### src/rtl/al_accel_wback_arbiter_pkg.sv
// Shared types for the write-back arbiter family: FSM encoding and layer-type codes.
// No logic here; it is imported by the arbiter and by the write-back controller.
package al_accel_wback_arbiter_pkg;

   typedef enum logic [1:0] {
      ST_IDLE = 2'd0,
      ST_RUN  = 2'd1,
      ST_DONE = 2'd2
   } state_t;

   localparam logic [3:0] LAYER_CONV  = 4'd0;
   localparam logic [3:0] LAYER_DENSE = 4'd1;
   localparam logic [3:0] LAYER_POOL  = 4'd2;

endpackage

### src/rtl/al_accel_rr_arbiter.sv
// Combinational round-robin pick: first requester at or after ptr, wrapping; zero latency.
// Has no state and no backpressure of its own; the caller masks req when it cannot accept.
module al_accel_rr_arbiter
   import al_accel_wback_arbiter_pkg::*;
#(
   parameter int NUM_LANE = 3,
   parameter int IDX_W    = (NUM_LANE > 1) ? $clog2(NUM_LANE) : 1
) (
   input  logic [NUM_LANE-1:0] req,
   input  logic [IDX_W-1:0]    ptr,
   output logic [NUM_LANE-1:0] gnt,
   output logic [IDX_W-1:0]    gnt_idx,
   output logic                gnt_vld
);

   int idx;

   always_comb begin
      gnt     = '0;
      gnt_idx = '0;
      gnt_vld = 1'b0;
      idx     = 0;
      for (int off = 0; off < NUM_LANE; off++) begin
         idx = (int'(ptr) + off) % NUM_LANE;
         if (!gnt_vld && req[idx]) begin
            gnt_vld  = 1'b1;
            gnt[idx] = 1'b1;
            gnt_idx  = IDX_W'(idx);
         end
      end
   end

endmodule

### src/rtl/al_accel_wback_arbiter.sv
// Round-robin share of the output SRAM write port among quant/act lanes; lane_valid to mem_we is 1 cycle.
// A single output slot holds mem_* until mem_ready; a new grant is made only while the slot is free.
module al_accel_wback_arbiter
   import al_accel_wback_arbiter_pkg::*;
#(
   parameter int NUM_LANE = 3,
   parameter int DATA_W   = 32,
   parameter int ADDR_W   = 32
) (
   input  logic                       clk,
   input  logic                       resetn,
   input  logic                       enb,
   input  logic                       start,
   input  logic [ADDR_W-1:0]          cfg_base_addr,
   input  logic [ADDR_W-1:0]          cfg_lane_stride,
   input  logic [15:0]                output2D_size,
   input  logic [NUM_LANE-1:0]        lane_valid,
   input  logic [NUM_LANE*DATA_W-1:0] lane_data,
   output logic [NUM_LANE-1:0]        lane_ready,
   output logic                       mem_we,
   output logic [ADDR_W-1:0]          mem_addr,
   output logic [DATA_W-1:0]          mem_wdata,
   input  logic                       mem_ready,
   output logic                       busy,
   output logic                       done
);

   localparam int IDX_W = (NUM_LANE > 1) ? $clog2(NUM_LANE) : 1;

   state_t              state;
   logic [IDX_W-1:0]    rr_ptr;
   logic [15:0]         cnt [NUM_LANE];
   logic [ADDR_W-1:0]   base_q;
   logic [ADDR_W-1:0]   stride_q;
   logic [15:0]         size_q;

   logic [NUM_LANE-1:0] elig;
   logic [NUM_LANE-1:0] req;
   logic [NUM_LANE-1:0] gnt;
   logic [IDX_W-1:0]    gnt_idx;
   logic                gnt_vld;
   logic                slot_free;
   logic                all_fin;
   logic [ADDR_W-1:0]   wr_addr;
   logic [DATA_W-1:0]   wr_data;

   always_comb begin
      elig    = '0;
      all_fin = 1'b1;
      for (int i = 0; i < NUM_LANE; i++) begin
         elig[i] = lane_valid[i] && (cnt[i] < size_q);
         if (cnt[i] != size_q) all_fin = 1'b0;
      end
      // Slot counts as free when its current word is being accepted this cycle.
      slot_free = !mem_we || mem_ready;
      req       = ((state == ST_RUN) && enb && slot_free) ? elig : '0;
      wr_addr   = base_q + ADDR_W'(gnt_idx) * stride_q + (ADDR_W'(cnt[gnt_idx]) << 2);
      wr_data   = lane_data[int'(gnt_idx)*DATA_W +: DATA_W];
   end

   al_accel_rr_arbiter #(
      .NUM_LANE (NUM_LANE),
      .IDX_W    (IDX_W)
   ) u_rr (
      .req     (req),
      .ptr     (rr_ptr),
      .gnt     (gnt),
      .gnt_idx (gnt_idx),
      .gnt_vld (gnt_vld)
   );

   assign lane_ready = gnt;

   always_ff @(posedge clk or negedge resetn) begin
      if (!resetn) begin
         state     <= ST_IDLE;
         rr_ptr    <= '0;
         base_q    <= '0;
         stride_q  <= '0;
         size_q    <= '0;
         mem_we    <= 1'b0;
         mem_addr  <= '0;
         mem_wdata <= '0;
         busy      <= 1'b0;
         done      <= 1'b0;
         for (int i = 0; i < NUM_LANE; i++) cnt[i] <= '0;
      end else begin
         if (gnt_vld) begin
            mem_we       <= 1'b1;
            mem_addr     <= wr_addr;
            mem_wdata    <= wr_data;
            cnt[gnt_idx] <= cnt[gnt_idx] + 16'd1;
            rr_ptr       <= (gnt_idx == IDX_W'(NUM_LANE - 1)) ? '0 : gnt_idx + 1'b1;
         end else if (mem_we && mem_ready) begin
            mem_we <= 1'b0;
         end
         done <= 1'b0;
         case (state)
            ST_IDLE: if (start && enb) begin
               base_q   <= cfg_base_addr;
               stride_q <= cfg_lane_stride;
               size_q   <= output2D_size;
               for (int i = 0; i < NUM_LANE; i++) cnt[i] <= '0;
               state    <= ST_RUN;
               busy     <= 1'b1;
            end
            ST_RUN: if (enb && all_fin && slot_free) begin
               state <= ST_DONE;
               busy  <= 1'b0;
               done  <= 1'b1;
            end
            ST_DONE: state <= ST_IDLE;
            default: state <= ST_IDLE;
         endcase
      end
   end

endmodule
### config.mk
export PLATFORM = sky130hd
export DESIGN_NAME = al_accel_wback_arbiter
export DESIGN_NICKNAME = d
export VERILOG_FILES = /design/src/rtl/al_accel_wback_arbiter_pkg.sv /design/src/rtl/al_accel_rr_arbiter.sv /design/src/rtl/al_accel_wback_arbiter.sv
export SDC_FILE = /design/constraint.sdc
export NUM_CORES = 1
export LEC_CHECK = 0
export BUFFER_PORTS_ARGS = -buffer_cell sky130_fd_sc_hd__buf_4
export CAP_MARGIN = 0
export CORE_ASPECT_RATIO = 1.5
export CORE_MARGIN = 5
export CORE_UTILIZATION = 45
export DETAILED_ROUTE_END_ITERATION = 8
export GPL_TIMING_DRIVEN = 0
export PLACE_DENSITY = 0.67
export SYNTH_ARGS = -nofsm -noshare
export SYNTH_HDL_FRONTEND = slang
export SYNTH_SLANG_ARGS = --single-unit
### constraint.sdc
create_clock -name clk -period 18.09 [get_ports clk]
set_input_delay 3.618 -clock clk [delete_from_list [all_inputs] [get_ports clk]]
set_output_delay 3.618 -clock clk [all_outputs]
set_load 0.05 [all_outputs]
# Word level (Yosys, flattened, before mapping)

Cells that the tools add are included.

Reductions and logical operators: 25
Multiplexer cells: 48
Multiply operators: 1
Divide/modulo/power cells: 3
Bitwise gates (word level): 3
Eq/ne operators: 7
Shifts and indexed selects: 1
$lt $le $gt $ge: 11
Add/sub/neg operators: 6

Operators by type and width:

| operator                                               | count |
|---|---|
| two-way mux 48 bit                                     | 3 |
| >= comparator 32 x 1 -> 1 bit, second input constant   | 3 |
| < comparator 32 x 4 -> 1 bit, second input constant    | 3 |
| indexed part select 96 x 8 -> 32 bit                   | 1 |
| remainder unit 32 x 3 -> 32 bit, second input constant | 2 |
| bitwise mux 48 bit                                     | 1 |
| < comparator 16 bit                                    | 3 |
| two-way mux 16 bit                                     | 3 |
| != test 16 bit                                         | 3 |
| adder 32 x 18 -> 32 bit                                | 1 |
| adder 32 bit                                           | 1 |
| binary-select mux 16 bit (select 2 bit)                | 1 |
| demux 16 bit (select 2 bit)                            | 1 |
| remainder unit 3 x 3 -> 32 bit, second input constant  | 1 |
| multiplier 2 x 32 -> 32 bit                            | 1 |
| two-way mux 1 bit                                      | 21 |
| adder 16 x 1 -> 16 bit, second input constant          | 1 |
| logical AND 1 bit                                      | 15 |
| two-way mux 2 bit                                      | 6 |
| two-way mux 3 bit                                      | 4 |
| binary-select mux 1 bit (select 2 bit)                 | 3 |
| demux 1 bit (select 2 bit)                             | 3 |
| OR 3 bit                                               | 2 |
| one-hot mux 2 bit (2 select lines)                     | 1 |
| other kinds (17)                                       | 21 |

Output and inout bits: 70
Word-level logic and storage cells: 118
Register bits: 199

# Logic depth before layout (Yosys ltp)

Gate-level depths: netlist of run 1.

Depth in word-level cells: 23
Mapped depth: 30
Mapped depth without buffers: 26

# By module

Synthesis of run 1 repeated with hierarchy kept, for this count alone.

Cells, all modules: 1532
Area, all modules: 13508.0 sq um

By module, submodules not included:

| module                 | seq. area each (sq um) | instances | area an instance (sq um) | cells an instance |
|---|---|---|---|---|
| al_accel_wback_arbiter | 4979.8                 | 1         | 13126.3                  | 1480 |
| al_accel_rr_arbiter    | 0.0                    | 1         | 381.6                    | 52 |

# Least setup slack after synthesis of run 1

No wires, ideal clock.

Kind: input -> output
Start point: in mem_ready
End point: out lane_ready[0]
Arrival time: 6329 ps
Stages: 10
Data required time: 14472 ps
Setup slack: 8143 ps
Buffers on the path: 2
Path through: nand2b_1 nand3_1 nor4b_1 o211a_1 clkbuf_1 buf_1 nand2_1 o21ai_0 o21ai_0 o21ai_0

Cells in the longest elaborated chain, start to end: 13
Elaborated cells between the ends (all ways): 23
Those cells by class: mux (15); bitwise (2); reduce/logical (6)

Ends and longest elaborated chain:

| element                                               | RTL line                     | text |
|---|---|---|
| from (decl)                                           | al_accel_wback_arbiter.sv:23 | `input logic mem_ready,` |
| logical OR 1 bit *                                    | al_accel_wback_arbiter.sv:55 | `slot_free = !mem_we \|\| mem_ready;` |
| logical AND 1 bit *                                   | al_accel_wback_arbiter.sv:56 | `req = ((state == ST_RUN) && enb && slot_free) ? elig : '0;` |
| two-way mux 3 bit *                                   | al_accel_wback_arbiter.sv:56 |  |
| binary-select mux 1 bit (select 2 bit)                | al_accel_rr_arbiter.sv:25    | `if (!gnt_vld && req[idx]) begin` |
| two-way mux 1 bit (not written as such) (2 in series) | al_accel_rr_arbiter.sv:25    |  |
| two-way mux 1 bit                                     | al_accel_rr_arbiter.sv:25    |  |
| zero test 1 bit                                       | al_accel_rr_arbiter.sv:25    |  |
| logical AND 1 bit                                     | al_accel_rr_arbiter.sv:25    |  |
| two-way mux 1 bit                                     | al_accel_rr_arbiter.sv:25    |  |
| zero test 1 bit                                       | al_accel_rr_arbiter.sv:25    |  |
| logical AND 1 bit                                     | al_accel_rr_arbiter.sv:25    |  |
| two-way mux 3 bit *                                   | al_accel_rr_arbiter.sv:25    |  |
| to (decl)                                             | al_accel_wback_arbiter.sv:19 | `output logic [NUM_LANE-1:0] lane_ready,` |

Mark *: on every way between the ends. The rest lies on a longest branch, timed or not. The select of a mux whose other input is x is not followed.

# Final worst setup path of run 1

Start point: in mem_ready
End point: reg mem_addr[31]

Cells in the longest elaborated chain, start to end: 18
Elaborated cells between the ends (all ways): 29
Those cells by class: add/sub (2); mul (1); mux (19); bitwise (1); reduce/logical (6)

Ends and longest elaborated chain:

| element                                                                              | RTL line                     | text |
|---|---|---|
| logical OR 1 bit *                                                                   | al_accel_wback_arbiter.sv:55 |  |
| logical AND 1 bit *                                                                  | al_accel_wback_arbiter.sv:56 |  |
| two-way mux 3 bit *                                                                  | al_accel_wback_arbiter.sv:56 |  |
| parallel branches: the longest is 15 deep, another holds multiplier 2 x 32 -> 32 bit | --                           |  |
| to (signal assigned)                                                                 | al_accel_wback_arbiter.sv:90 | `mem_addr <= wr_addr;` |
| to (decl)                                                                            | al_accel_wback_arbiter.sv:21 | `output logic [ADDR_W-1:0] mem_addr,` |

Mark *: on every way between the ends. The select of a mux whose other input is x is not followed.
A chain may end at the register's enable or synchronous reset.

==> flow_summary.toml, run 1 <==
[cts]
clockBufferDepth = 2
post_cts_buffers = 0
clk_pin_slew_ns = 0.08
clock-sinks = 199
cts_resized = 0
clk_latency_ns = 0.47
cts_tree = "yes"
tritoncts.num_buffers = 17
cts_max_level = 4
root_buffer = "clkbuf_16"
cts_hold_buf = 0

[cells_and_area]
seqCellArea_um2 = 4980
syn2layout_area_growth_pct = 22.7
drive_above_1_share_pct = 17.0
fin_nets = 2162
fin_util_pct = 56.0
multi_input_area_um2 = 7630
diodes = 0
n_fill_cell = 2821

[synthesis]
synth_nets = 1889
yosysWarnings = 0
synth_seq_cells = 199
synth_area_per_cell_um2 = 8.61
synth_cell_types = 70
syn-instance-count = 1561
synth_edf_count = 0
synth.cell_area_um2 = 13400
postSynth.asyncResetShare_pct = 100
synth-seq-area-share_pct = 37.0
ys.flop_type = "dfrtp_1"

[routing]
detail_route.vias_per_cell = 5.66
route.detailed.wl_per_inst_um = 20.9
drc = 0
vias = 12692
drtPass1Iterations = 6
drt-total-wl_um = 46700
drt_iter0_drc = 1101
ant_nets = 0

[global_route]
antenna_found_initial = 0
grtUsageMet2_pct = 49.6
gr-usage-met3_pct = 4.17
grt_overflow = 0
grt_max_degree = 103
top_usage_layer = "met2"
grt_usage_pct = 28.2
grt_pass1_wl_um = 72300
first_global_vias = 13040
gr-usage-met1_pct = 32.7

[power]
p_per_area_nw_per_um2 = 185
power_mw = 3.04
pwr-share-clk_pct = 13.8
p_seq_share_pct = 25.3
p_comb_share_pct = 60.9
power.static_leakage_nw = 8.33
peakVddDrop_v = 0.000111
sw_frac_of_total_pct = 51.0
switching_power_mw = 1.55
p_int_mw = 1.49

[floorplanning]
initial_core_util_pct = 45.6
ios = 254
coreArea_um2 = 29500
dieWidth_um = 151
dieHeight_um = 222
rows = 77
fp.dieArea_um2 = 33500

[sta]
finalSetupTns_ns = 0
worstMarginPinSlew_ns = 1.34
fmax_mhz = 82.8
fin_crit_sh_pct = 66.7
slew_headroom_pct = 10.7
drv_slew = 0
holdWs_ns = 0.484
rsz0062_at_grt = "false"
post-route-min-period_ns = 12.07
setup_viol = 0
finalClockSkew_ns = 0.0134
final_hold_viol_count = 0

[run_status]
status = "completed"

[setup_path]
cpMostUsedCell = "clkbuf_1"
crit_type = "primary input to flop"
crit_fanout = 10
worstPathRequired_ns = 18.41
worstSetupEndpointType = "flop"
crit_arrival_ns = 12.39
cpMaxStageDelayCell = "a2111oi_0"
crit_path_start_kind = "primary input"
cp_slowest_stage_delay_ns = 0.79

[placement]
gp_congestion = 0.956
dp_hpwl_um = 36500
port_buffers = 253

[worst_hold_path]
hold_class = "flop to flop"

[run]
drv_cap = 0
registers in the layout (all words and copies together) (netlist names):
register / flops
base_q: 32
busy: 1
mem_we: 1
rr_ptr: 2
mem_wdata: 32
state: 2
done: 1
stride_q: 32
cnt: 48
mem_addr: 32
size_q: 16
area by class of cell:
type	count	area share, %
tap	395	3.00
multi-input combinational	1144	46.2
timing repair buffer	254	11.7
clock buffer	21	2.73
sequential	199	30.2
inverter	128	2.91
buffer	90	2.18
clock inverter	10	1.04
layer usage:
metal	up-vias	share of wire, %
li1	5932	-
met1	6139	38
met2	492	52
met3	129	5.4
met4	0	5.2
met5	-	0
worst max-delay path, delay by kind of cell:
| kind | cells | cell delay, ns |
|---|---|---|
| AND/OR/NAND/NOR | 6 | 1.43 |
| adder cells (fa/ha/maj) | 3 | 1.09 |
| XOR/XNOR | 1 | 0.18 |
| buffers and inverters | 6 | 2.16 |
| AO/OA/AOI/OAI | 11 | 3.91 |
final timing paths:
path | startpoint | to | slack [ns] | cells past startpoint
hold / removal | mem_addr[12] | mem_addr[12] | 0.48 | 2
min in group asynchronous | resetn | mem_addr[28] | 3.16 | 1
hold reg to reg | mem_addr[12] | mem_addr[12] | 0.48 | 2
max in group asynchronous | resetn | cnt[20] | 13.97 | 2
setup / recovery | mem_ready | mem_addr[31] | 6.02 | 27
setup reg to reg | cnt[25] | mem_addr[31] | 8.48 | 27
cells by family (layout without fill, tap and decap cells):
| logic type | after synthesis | after routing | share of synthesized area, % |
|---|---|---|---|
| flip-flops | 199 | 199 | 37.0 |
| buffers and inverters | 218 | 503 | 6.25 |
| AND/OR/NAND/NOR | 602 | 602 | 20.4 |
| multiplexers | 9 | 9 | 0.726 |
| adder cells (fa/ha/maj) | 145 | 145 | 16.1 |
| XOR/XNOR | 33 | 33 | 2.15 |
| AO/OA/AOI/OAI | 355 | 355 | 17.3 |
cells in the final DEF, fill, tap and decap left out, drive strengths merged, types with 9 or more instances in the layout:
cell	synthesis	layout
a222oi	18	18
nor2	46	46
xnor2	17	17
a22o	15	15
a21o	17	17
a211oi	13	13
buf	13	267
nor3	33	33
and2	11	11
inv	128	129
a21oi	76	76
ha	97	97
nand4	16	16
dfrtp	199	199
o211ai	12	12
o21ai	114	114
nand3	28	28
nand2	358	358
fa	47	47
or3	9	9
o31ai	11	11
and3	61	61
clkbuf	77	98
xor2	16	16
o21a	11	11
Yosys cell counts, types with 18 or more instances:
cell,count,area (um^2)
o21ai_0,114,571
fa_1,47,941
a222oi_1,18,180
inv_1,128,480
nand3_1,28,140
dfrtp_1,199,4980
nor3_1,30,150
a21oi_1,76,380
nand2_1,358,1340
clkbuf_1,77,289
ha_1,97,1210
nor2_1,45,169
and3_1,61,382
power groups by stage:
stage / logic (mW) / clock network [mW] / registers [mW]
final: 1.85 / 0.419 / 0.770
after CTS: 1.85 / 0.421 / 0.767
after detailed placement: 1.84 / 0 / 0.774
after global routing: 2.03 / 0.440 / 0.791
after global placement: 1.80 / 0 / 0.770
after floorplan: 1.03 / 0 / 0.974
through the flow:
step | area [um^2] | worst slack (ns) | cells
finish | 16500 | 6.02 | 2241
CTS | 16500 | 6.13 | 2241
floorplan | 13400 | 8.14 | 1561
global placement | 15800 | 5.77 | 2209
detailed placement | 15900 | 5.66 | 2210
global route | 16500 | 5.83 | 2241
No activity file was read; power rests on OpenSTA's default activity.
==> run 2, diff against run 1 <==
- PLACE_DENSITY: 0.67 -> 0.7
- clock period: 18.09 -> 9.8 ns (I/O delays scaled with it)
==> run 2 against run 1 <==
Effect of this change: the run now ends with design-rule violations left; global-route usage decreased by 0.70 points; final cell count about the same; sequential power increased by 86%; wire length decreased by 1.5%; combinational power increased by 85%; final area about the same; via count increased by 1.2%; die area unchanged; clock skew increased by 0.00092 ns; critical path type unchanged; largest cell class unchanged.
==> flow_summary.toml, run 2 (same netlist as run 1, synthesis figures left out) <==
[run_status]
status = "finished, violations left"
violations = "design-rule violations"

[sta]
worstMarginPinSlew_ns = 1.37
fmax_mhz = 108
post-route-min-period_ns = 9.29
slew_headroom_pct = 8.63
rsz0062_at_grt = "false"
worst_slack_ns = 0.509
final_hold_viol_count = 0
finalClockSkew_ns = 0.0143
holdWs_ns = 0.485
setup_viol = 0
fin_crit_sh_pct = 94.8
drv_slew = 0

[setup_path]
cpMaxStageDelayCell = "a2111oi_1"
worstPathRequired_ns = 10.13
reg2reg_depth = 26
crit_fanout = 10
crit_path_start_kind = "primary input"
crit_arrival_ns = 9.62
r2r_slack_ns = 1.05
r2r-start = "cnt[28]"
cp_slowest_stage_delay_ns = 0.71
worstSetupEndpointType = "flop"
crit_type = "primary input to flop"
reg2reg_to = "mem_addr[31]"

[cts]
tritoncts.num_buffers = 17
clk_latency_ns = 0.46
clock-sinks = 199
cts_max_level = 4
cts_tree = "yes"
cts_hold_buf = 0
clockBufferDepth = 2
post_cts_buffers = 0
root_buffer = "clkbuf_16"
clk_pin_slew_ns = 0.08

[worst_hold_path]
hold_class = "flop to flop"
min_from = "mem_addr[28]"
hold_end = "mem_addr[28]"
worstHoldPathCells = 2

[cells_and_area]
multi_input_area_um2 = 7630
final_common_cell = "nand2_1"
syn2layout_area_growth_pct = 22.6
largest_reg_flops = 48
fin_util_pct = 55.9
drive_above_1_share_pct = 17.3
n_fill_cell = 2789
fin_nets = 2161
top_register = "cnt"
seqCellArea_um2 = 4980
final_cell_mix = "nand2_1, buf_4, dfrtp_1, inv_1, o21ai_0"
diodes = 0

[routing]
drt_iter0_drc = 1045
detail_route.vias_per_cell = 5.74
drt-total-wl_um = 46000
route.detailed.wl_per_inst_um = 20.6
ant_nets = 0
vias = 12849
drtPass1Iterations = 9
drc = 8

[global_route]
grt_max_degree = 108
antenna_found_initial = 0
grt_pass1_wl_um = 70600
grt_overflow = 0
grt_usage_pct = 27.5
first_global_vias = 13032

[placement]
dpl_worst_slack_ns = -0.939
dp_hpwl_um = 35900
gp_congestion = 0.968
port_buffers = 253

[floorplanning]
initial_core_util_pct = 45.6
fp.dieArea_um2 = 33500
ios = 254
rows = 77
dieHeight_um = 222
coreArea_um2 = 29500
dieWidth_um = 151

[power]
peakVddDrop_v = 0.000184
power.static_leakage_nw = 8.33
p_per_area_nw_per_um2 = 340

[run]
drv_cap = 0
-- run 2: critical path: cells and delay by family --
kind	cells	cell delay, ns
adder cells (fa/ha/maj)	3	1.14
AO/OA/AOI/OAI	11	3.58
buffers and inverters	5	1.77
XOR/XNOR	1	0.19
AND/OR/NAND/NOR	6	0.99
-- run 2: how the worst max path moves through the flow --
stage / start / end / slack [ns]
floorplan: mem_ready / mem_addr[27] / 1.73
global placement: mem_ready / mem_addr[31] / -0.85
detailed placement: mem_ready / mem_addr[31] / -0.94
CTS: mem_ready / mem_addr[31] / 0.03
global route: mem_ready / mem_addr[27] / 0.21
finish: mem_ready / mem_addr[31] / 0.51
-- run 2: timing repair --
| action | 4_1_cts | 5_1_grt |
|---|---|---|
| endpoints found under the setup margin | 7 | 7 |
| gates resized for setup | 2 | 3 |
| hold endpoints to repair | 0 | 0 |
-- run 2: per-stage QoR --
step | total power, mW | area (um^2) | TNS, ns | std cells
after floorplan | 3.70 | 13400 | 0 | 1561
after global placement | 4.72 | 15800 | -5.37 | 2209
after detailed placement | 4.81 | 15900 | -6.78 | 2210
after CTS | 5.59 | 16500 | 0 | 2241
after global routing | 6.01 | 16500 | 0 | 2240
final | 5.61 | 16500 | 0 | 2240
-- run 2: area by class of cell --
cell class	count	area share (%)
buffer	89	2.18
clock buffer	18	2.66
clock inverter	13	1.03
inverter	128	2.91
multi-input combinational	1144	46.3
sequential	199	30.2
tap	395	3.00
timing repair buffer	254	11.7
-- run 2: where the power goes --
part           internal [mW]  leakage (nW)  switching (mW)  total [mW]
Clock                  0.411         0.295           0.343       0.754
Sequential              1.17          2.50           0.256        1.43
Combinational           1.15          5.53            2.28        3.43
-- run 2: routing by layer --
metal	track usage [%]	vias up	part of all wire [%]
met2	47.3	540	50
met4	15.2	0	6.4
li1	-	5949	-
met3	5.19	157	5.9
met5	0	-	0
met1	31.7	6203	37
